### src/rtl/pu_riscv_ram_1r1w_reader.sv
// pu_riscv_ram_1r1w_reader
// Streaming read initiator for a 1-read/1-write RAM with 1-cycle registered
// read latency. Takes a (base, length) burst command, walks the RAM read
// address, and re-times the returned words into a 2-entry output buffer that
// drives a valid/ready stream with a last marker.
//
// Optional feature: define PU_RISCV_RAM_READER_ABORT_EN to add abort_i, which
// flushes an in-progress burst and finishes it through DONE without last_o.
module pu_riscv_ram_1r1w_reader #(
  parameter int ABITS = 10,
  parameter int DBITS = 32
) (
  input  logic             clk_i,
  input  logic             rst_i,
  input  logic             start_i,
  input  logic [ABITS-1:0] base_i,
  input  logic [ABITS:0]   len_i,
  output logic             busy_o,
  output logic             done_o,
  output logic [ABITS-1:0] raddr_o,
  input  logic [DBITS-1:0] rdata_i,
  output logic [DBITS-1:0] data_o,
  output logic             valid_o,
  input  logic             ready_i,
  output logic             last_o
`ifdef PU_RISCV_RAM_READER_ABORT_EN
  ,
  input  logic             abort_i
`endif
);

  typedef enum logic [1:0] {
    ST_IDLE = 2'd0,
    ST_RUN  = 2'd1,
    ST_DONE = 2'd2
  } state_t;

  localparam logic [ABITS-1:0] ADDR_ONE = {{(ABITS-1){1'b0}}, 1'b1};
  localparam logic [ABITS:0]   CNT_ONE  = {{ABITS{1'b0}}, 1'b1};
  localparam logic [ABITS:0]   CNT_ZERO = {(ABITS+1){1'b0}};

  state_t           state_r, state_nxt_s;
  logic [ABITS-1:0] addr_r, addr_nxt_s;
  logic [ABITS:0]   issue_cnt_r, issue_cnt_nxt_s;
  logic [ABITS:0]   deliver_cnt_r, deliver_cnt_nxt_s;
  logic             inflight_r, inflight_nxt_s;
  logic             head_vld_r, head_vld_nxt_s;
  logic [DBITS-1:0] head_dat_r, head_dat_nxt_s;
  logic             tail_vld_r, tail_vld_nxt_s;
  logic [DBITS-1:0] tail_dat_r, tail_dat_nxt_s;
  logic             busy_r, done_r, last_r;
  logic             last_nxt_s;
  logic             pop_s, credit_ok_s, issue_s, abort_s;

`ifdef PU_RISCV_RAM_READER_ABORT_EN
  assign abort_s = abort_i & (state_r == ST_RUN);
`else
  assign abort_s = 1'b0;
`endif

  // A word leaves the buffer when the head is valid and the consumer accepts it
  assign pop_s = head_vld_r & ready_i;

  // Credit: buffered + in-flight words, net of this cycle's pop, must leave room
  assign credit_ok_s = ({1'b0, head_vld_r} + {1'b0, tail_vld_r} + {1'b0, inflight_r})
                       < (2'd2 + {1'b0, pop_s});

  assign issue_s = (state_r == ST_RUN) && (issue_cnt_r != CNT_ZERO) && credit_ok_s && !abort_s;

  // Next-state, counter and output-buffer computation
  always_comb begin
    state_nxt_s       = state_r;
    addr_nxt_s        = addr_r;
    issue_cnt_nxt_s   = issue_cnt_r;
    deliver_cnt_nxt_s = deliver_cnt_r;
    inflight_nxt_s    = 1'b0;
    head_vld_nxt_s    = head_vld_r;
    head_dat_nxt_s    = head_dat_r;
    tail_vld_nxt_s    = tail_vld_r;
    tail_dat_nxt_s    = tail_dat_r;

    case (state_r)
      ST_IDLE: begin
        if (start_i) begin
          if (len_i != CNT_ZERO) begin
            state_nxt_s       = ST_RUN;
            addr_nxt_s        = base_i;
            issue_cnt_nxt_s   = len_i;
            deliver_cnt_nxt_s = len_i;
          end else begin
            state_nxt_s = ST_DONE;
          end
        end else begin
          state_nxt_s = ST_IDLE;
        end
      end
      ST_RUN: begin
        if (abort_s) begin
          state_nxt_s = ST_DONE;
        end else begin
          if (issue_s) begin
            inflight_nxt_s  = 1'b1;
            issue_cnt_nxt_s = issue_cnt_r - CNT_ONE;
            // The final issued address stays on raddr_o after the burst
            if (issue_cnt_r != CNT_ONE) begin
              addr_nxt_s = addr_r + ADDR_ONE;
            end else begin
              addr_nxt_s = addr_r;
            end
          end else begin
            inflight_nxt_s = 1'b0;
          end
          if (pop_s) begin
            deliver_cnt_nxt_s = deliver_cnt_r - CNT_ONE;
            if (deliver_cnt_r == CNT_ONE) begin
              state_nxt_s = ST_DONE;
            end else begin
              state_nxt_s = ST_RUN;
            end
          end else begin
            state_nxt_s = ST_RUN;
          end
        end
      end
      ST_DONE: begin
        state_nxt_s = ST_IDLE;
      end
      default: begin
        state_nxt_s = ST_IDLE;
      end
    endcase

    // Two-entry FIFO: head feeds the stream, tail catches the word behind it
    if (pop_s) begin
      if (tail_vld_r) begin
        head_vld_nxt_s = 1'b1;
        head_dat_nxt_s = tail_dat_r;
        tail_vld_nxt_s = inflight_r;
        if (inflight_r) begin
          tail_dat_nxt_s = rdata_i;
        end else begin
          tail_dat_nxt_s = tail_dat_r;
        end
      end else begin
        head_vld_nxt_s = inflight_r;
        if (inflight_r) begin
          head_dat_nxt_s = rdata_i;
        end else begin
          head_dat_nxt_s = head_dat_r;
        end
      end
    end else if (inflight_r) begin
      if (head_vld_r) begin
        tail_vld_nxt_s = 1'b1;
        tail_dat_nxt_s = rdata_i;
      end else begin
        head_vld_nxt_s = 1'b1;
        head_dat_nxt_s = rdata_i;
      end
    end else begin
      head_vld_nxt_s = head_vld_r;
      tail_vld_nxt_s = tail_vld_r;
    end

    // Abort drops everything buffered or still returning from the RAM
    if (abort_s) begin
      head_vld_nxt_s = 1'b0;
      tail_vld_nxt_s = 1'b0;
      inflight_nxt_s = 1'b0;
    end else begin
      inflight_nxt_s = inflight_nxt_s;
    end

    last_nxt_s = head_vld_nxt_s && (deliver_cnt_nxt_s == CNT_ONE);
  end

  // State, counters, buffer and registered outputs
  always_ff @(posedge clk_i) begin
    if (rst_i) begin
      state_r       <= ST_IDLE;
      addr_r        <= {ABITS{1'b0}};
      issue_cnt_r   <= CNT_ZERO;
      deliver_cnt_r <= CNT_ZERO;
      inflight_r    <= 1'b0;
      head_vld_r    <= 1'b0;
      head_dat_r    <= {DBITS{1'b0}};
      tail_vld_r    <= 1'b0;
      tail_dat_r    <= {DBITS{1'b0}};
      busy_r        <= 1'b0;
      done_r        <= 1'b0;
      last_r        <= 1'b0;
    end else begin
      state_r       <= state_nxt_s;
      addr_r        <= addr_nxt_s;
      issue_cnt_r   <= issue_cnt_nxt_s;
      deliver_cnt_r <= deliver_cnt_nxt_s;
      inflight_r    <= inflight_nxt_s;
      head_vld_r    <= head_vld_nxt_s;
      head_dat_r    <= head_dat_nxt_s;
      tail_vld_r    <= tail_vld_nxt_s;
      tail_dat_r    <= tail_dat_nxt_s;
      busy_r        <= (state_nxt_s != ST_IDLE);
      done_r        <= (state_nxt_s == ST_DONE);
      last_r        <= last_nxt_s;
    end
  end

  assign busy_o  = busy_r;
  assign done_o  = done_r;
  assign raddr_o = addr_r;
  assign data_o  = head_dat_r;
  assign valid_o = head_vld_r;
  assign last_o  = last_r;

endmodule

### config.mk
export PLATFORM = sky130hd
export DESIGN_NAME = pu_riscv_ram_1r1w_reader
export DESIGN_NICKNAME = d
export VERILOG_FILES = /design/src/rtl/pu_riscv_ram_1r1w_reader.sv
export SDC_FILE = /design/constraint.sdc
export NUM_CORES = 1
export LEC_CHECK = 0
export BUFFER_PORTS_ARGS = -buffer_cell sky130_fd_sc_hd__clkbuf_2
export CORE_ASPECT_RATIO = 1.4
export CORE_MARGIN = 2
export CORE_UTILIZATION = 55
export CTS_BUF_LIST = sky130_fd_sc_hd__clkbuf_16
export DETAILED_ROUTE_END_ITERATION = 7
export GPL_ROUTABILITY_DRIVEN = 0
export HOLD_SLACK_MARGIN = 0.08
export PLACE_DENSITY = 0.88
export SYNTH_ARGS = -nofsm -noshare
export SYNTH_HDL_FRONTEND = slang
export SYNTH_SLANG_ARGS = --single-unit
### constraint.sdc
create_clock -name clk_i -period 2.4 [get_ports clk_i]
set_input_delay 0.48 -clock clk_i [delete_from_list [all_inputs] [get_ports clk_i]]
set_output_delay 0.48 -clock clk_i [all_outputs]
set_load 0.01 [all_outputs]
Word level (Yosys, flattened, before mapping)
Index checks and enable logic that the tools add are counted.
W data, S select, Z words.

storage, ports and cells
  flip-flop bits (word level) = 104
  output and inout port bits = 46

operators by class
  $lt $le $gt $ge = 1
  reductions and logical operators = 17
  muxes and demuxes = 35
  equal/unequal tests = 12
  add/sub/neg operators = 6
  bitwise logic cells = 2

operators by type and width
  cell                     count
  $mux W32                 9
  $mux W11                 6
  $pmux W11 S2             2
  $mux W10                 4
  $eq A11 B1 Y1 const B    2
  $reduce_bool A11 Y1      2
  $sub A11 B1 Y11 const B  2
  $pmux W10 S2             1
  $ne A11 B1 Y1 const B    1
  $add A10 B1 Y10 const B  1
  $ne A2 B2 Y1 const B     5
  $reduce_bool A2 Y1       5
  $mux W1                  8
  $mux W2                  4
  $reduce_and A4 Y1        2
  $reduce_and A5 Y1        1
  $ne A2 B1 Y1 const B     2
  $pmux W2 S2              1
  $logic_and A1 B1 Y1      3
  $reduce_and A3 Y1        1
  $add A1 B1 Y2            1
  $add A2 B1 Y2            1
  $add A2 B1 Y2 const A    1
  $eq A2 B1 Y1 const B     1
  other kinds (7)          7

Depth between registers and ports, before layout
  depth after elaboration = 6
  gate-level depth with buffers = 9
  mapped depth without buffers = 8

Least setup slack after synthesis
Ideal clock, no wire load.

  path kind = input-to-reg
  start = input port len_i[4]
  end = register last_r, in the netlist last_o
  required time = 2.284 ns
  stages = 6
  library setup time = 0.116 ns
  buffers on the path = 0
  data arrival time = 2.039 ns
  path slack = 0.245 ns
  cells stage by stage = or4_4 -> o31a_4 -> a311o_1 -> o211ai_2 -> nor4_1 -> and4_1

between the ends
  cells in the longest elaborated chain, start to end = 6

ends and longest elaborated chain
  what                   RTL line  source
  from (decl)            17        input logic [ABITS:0] len_i,
  $reduce_bool A11 Y1    85        if (len_i != CNT_ZERO) begin
  $mux W11 *             85
  $mux W11 *             84        if (start_i) begin
  $pmux W11 S2 *         82        case (state_r)
  $eq A11 B1 Y1 *        174       last_nxt_s = head_vld_nxt_s && (deliver_cnt_nxt_s == CNT_ONE);
  $logic_and A1 B1 Y1 *  174
  to (signal assigned)   204       last_r <= last_nxt_s;
  to (decl)              51        logic busy_r, done_r, last_r;

Mark *: on every way between the ends. The rest lies on a longest branch, timed or not.
A chain may end at the register's enable or synchronous reset.

Final worst setup path
Ends and elaborated chain as after synthesis.

==> flow_metrics.py <==
metrics = {
    "status": {
        "outcome": "completed",
    },
    "place": {
        "place.port_buffers": 102,
        "hpwl_mm": 9.07,
    },
    "logic_synthesis": {
        "count_of_flip_flops_with_a_built_in_enable_after_synthesis": 0,
        "synth_cell_type_count": 65,
        "postSynth.asyncResetShare_pct": 0,
        "syn-num-nets": 655,
        "syn-instance-count": 592,
        "synth_largest_area_cell": "sky130_fd_sc_hd__dfxtp_1",
        "synthFlopType": "sky130_fd_sc_hd__dfxtp_1",
        "synth_area_per_cell_um2": 8.34,
        "netlist_area_um2": 4940,
        "synthTopCellsByArea": "sky130_fd_sc_hd__dfxtp_1, sky130_fd_sc_hd__nand2_1, sky130_fd_sc_hd__mux2i_1",
        "synthDominantCellAreaShare_pct": 42.2,
        "synth_sequential_area_ratio_pct": 42.2,
        "synthesis.yosys.warnings": 0,
        "ys_seq_elements": 104,
    },
    "cts": {
        "tritoncts": "yes",
        "cts.hold.buffers_added": 0,
        "path_clk_slew_ps": 70,
        "cts.htree.levels": 3,
        "clock_tree.buffer_depth": 2,
        "clock_sink_count": 104,
        "cts-buffers-inserted": 9,
        "root_buffer": "sky130_fd_sc_hd__clkbuf_16",
        "clk-insertion-delay-late_ps": 340,
    },
    "cells_and_area": {
        "drive_above_1_share_pct": 22.3,
        "layout_commonest_cell": "sky130_fd_sc_hd__dfxtp_1",
        "diodes": 0,
        "leading_cell_types_in_the_layout_fill_and_taps_excluded": "sky130_fd_sc_hd__dfxtp_1, sky130_fd_sc_hd__clkbuf_2, sky130_fd_sc_hd__nand2_1, sky130_fd_sc_hd__nor2_1, sky130_fd_sc_hd__a21oi_1",
        "layout.core_utilization_pct": 68.1,
        "flow.area_growth_from_synthesis_pct": 19.5,
        "final_net_count": 743,
    },
    "worst_setup_path": {
        "worstSetupEndpointType": "flip-flop",
        "regToRegStartpoint": "tail_vld_r$_SDFFE_PP0P_",
        "kind_of_start_point_of_the_critical_path": "input pin",
        "timing_worst_setup_path_type": "in -> reg",
        "worst_setup_path_startpoint": "len_i[4]",
        "crit_slowest_cell": "sky130_fd_sc_hd__or4_4",
        "worst_ep_required_time_ps": 2690,
        "critical_path_arrival_ps": 2480,
        "cp_cell_sequence": "clkbuf_2 > or4_4 > nor4_2 > a22o_1 > and2_1 > nor4bb_1 > and4_1",
        "crit_path_max_fanout": 4,
        "crit_path_max_incr_delay_ps": 590,
    },
    "power": {
        "pwr_cell_area_nw_per_um2": 716,
        "p_switching_mw": 1.17,
        "sw_frac_of_total_pct": 27.7,
        "flop_pwr_share_pct": 45.7,
        "comb_pwr_share_pct": 16.8,
        "peakVddDrop_mv": 0.479,
        "p_leak_nw": 2.54,
        "internal-power_mw": 3.05,
        "clkPwrFrac_pct": 37.5,
    },
    "timing": {
        "period_minus_slack_ps": 2190,
        "maxSlewHeadroom_pct": 67.7,
        "timing_worst_slew_pin_value_ps": 484,
        "timing_hold_violations_final": 0,
        "fin_worst_skew_ps": 6.83,
        "fmax_mhz": 456,
        "setup_viol": 0,
        "final_period_utilization_pct": 91.4,
        "rsz_0062_raised_after_global_routing": "no",
        "report.final.slew_viol_count": 0,
        "finalHoldWorstSlack_ps": 366,
    },
    "global_route": {
        "grt_usage_pct": 26.0,
        "number_of_global_route_vias_before_repair": 4580,
        "grt_antenna_before_repair": 0,
        "grt_first_pass_wirelength_mm": 21.0,
        "pin_count_of_the_biggest_net_entering_global_routing": 45,
        "globalRoute.totalOverflow": 0,
    },
    "worst_hold_path": {
        "hp-start": "rdata_i[3]",
        "holdCritPathClass": "in -> reg",
    },
    "routing": {
        "totalWireLength_mm": 12.7,
        "vias": 4756,
        "count_of_nets_left_with_antenna_violations_after_detail_routing": 0,
        "avgRoutedWirePerCell_um": 16.1,
        "drt_drc_violations_left": 0,
        "detailedRoute.firstPassIterationCount": 6,
        "detailedRoute.firstIterationViolations": 342,
        "routed_via_density": 6.02,
    },
    "floorplan": {
        "ioPinCount": 103,
        "placeableCoreArea_um2": 8660,
        "chipHeight_um": 116,
        "fp.dieArea_um2": 9760,
        "floorplan.die.width_um": 84.1,
        "num_rows": 40,
        "initial_utilization_pct": 57.0,
    },
    "flow_run": {
        "cap_violations": 0,
    },
}
==> metal layers <==
metal  share of wire (%)  vias up  GRT usage [%]
li1                    -     2289              -
met5                   0        -              0
met1                  38     2220           30.1
met4                 2.4        0           12.2
met3                 6.9       36           6.50
met2                  53      211           45.4
==> cell families after synthesis <==
logic type | synth area share (%)
and+or+nand+nor | 22.6
AOI/OAI and AO/OA | 21.9
DFF | 42.2
buffers and inverters | 3.75
muxes | 6.49
xor gates and xnor gates | 1.42
adders and majority gates | 1.67
==> flip-flops by register name (all words and copies together) (netlist names) <==
register / count
data_o: 32
valid_o: 1
tail_vld_r: 1
last_o: 1
tail_dat_r: 32
deliver_cnt_r: 11
inflight_r: 1
done_o: 1
raddr_o: 10
issue_cnt_r: 11
state_r: 2
busy_o: 1
==> path summary, 6_finish.rpt <==
kind	cells after the start	slack, ps	end
hold / removal	3	370	tail_dat_r[3]$_SDFFE_PP0P_
hold reg to reg	2	460	tail_dat_r[2]$_SDFFE_PP0P_
setup / recovery	7	210	last_o$_SDFF_PP0_
setup reg to reg	5	220	raddr_o[2]$_SDFFE_PP0P_
==> layout make-up <==
cell class	instances	area, µm²
clock inverter	7	101
multi-input combinational	441	2690
sequential	104	2080
fill	696	2760
clock buffer	9	225
tap	105	131
inverter	7	26.3
timing repair buffer	117	638
==> per-stage QoR <==
stage	setup slack, ps	area (µm²)	setup TNS, ps	instances	power (mW)
floorplan	245	4940	0	592	2.40
global placement	37.5	5570	0	774	2.63
detailed placement	-56.2	5570	-56.2	774	2.66
CTS	181	5890	0	790	4.24
global route	77.5	5900	0	790	4.41
finish	206	5900	0	790	4.22
==> cell usage after synthesis (all sizes together), types with 6 or more instances <==
cell type / n
a22o: 7
a211oi: 34
mux2i: 32
nand3: 6
clkbuf: 35
a21oi: 60
a31oi: 6
o21ai: 23
nor3: 10
nor2: 71
dfxtp: 104
inv: 7
nor4: 7
nand2: 95
nor2b: 10
==> power by group through the flow <==
stage	logic (mW)	registers, mW	clock network (mW)
finish	0.709	1.93	1.59
global route	0.785	1.94	1.68
CTS	0.703	1.93	1.61
detailed placement	0.699	1.96	0
global placement	0.676	1.96	0
floorplan	0.431	1.97	0
==> worst max-delay path: cells and delay by family <==
family                 cells  cell delay, ps
AND/OR/NAND/NOR            5            1660
AO/OA/AOI/OAI              1             250
buffers and inverters      1             100
==> repair_timing <==
| item | in CTS | in global routing |
|---|---|---|
| buffers inserted | 0 | 0 |
| endpoints found under the setup margin | 0 | 1 |
| resized for setup | 0 | 2 |
| endpoints found under the hold margin | 0 | 0 |
(Power assumes the default switching activity.)
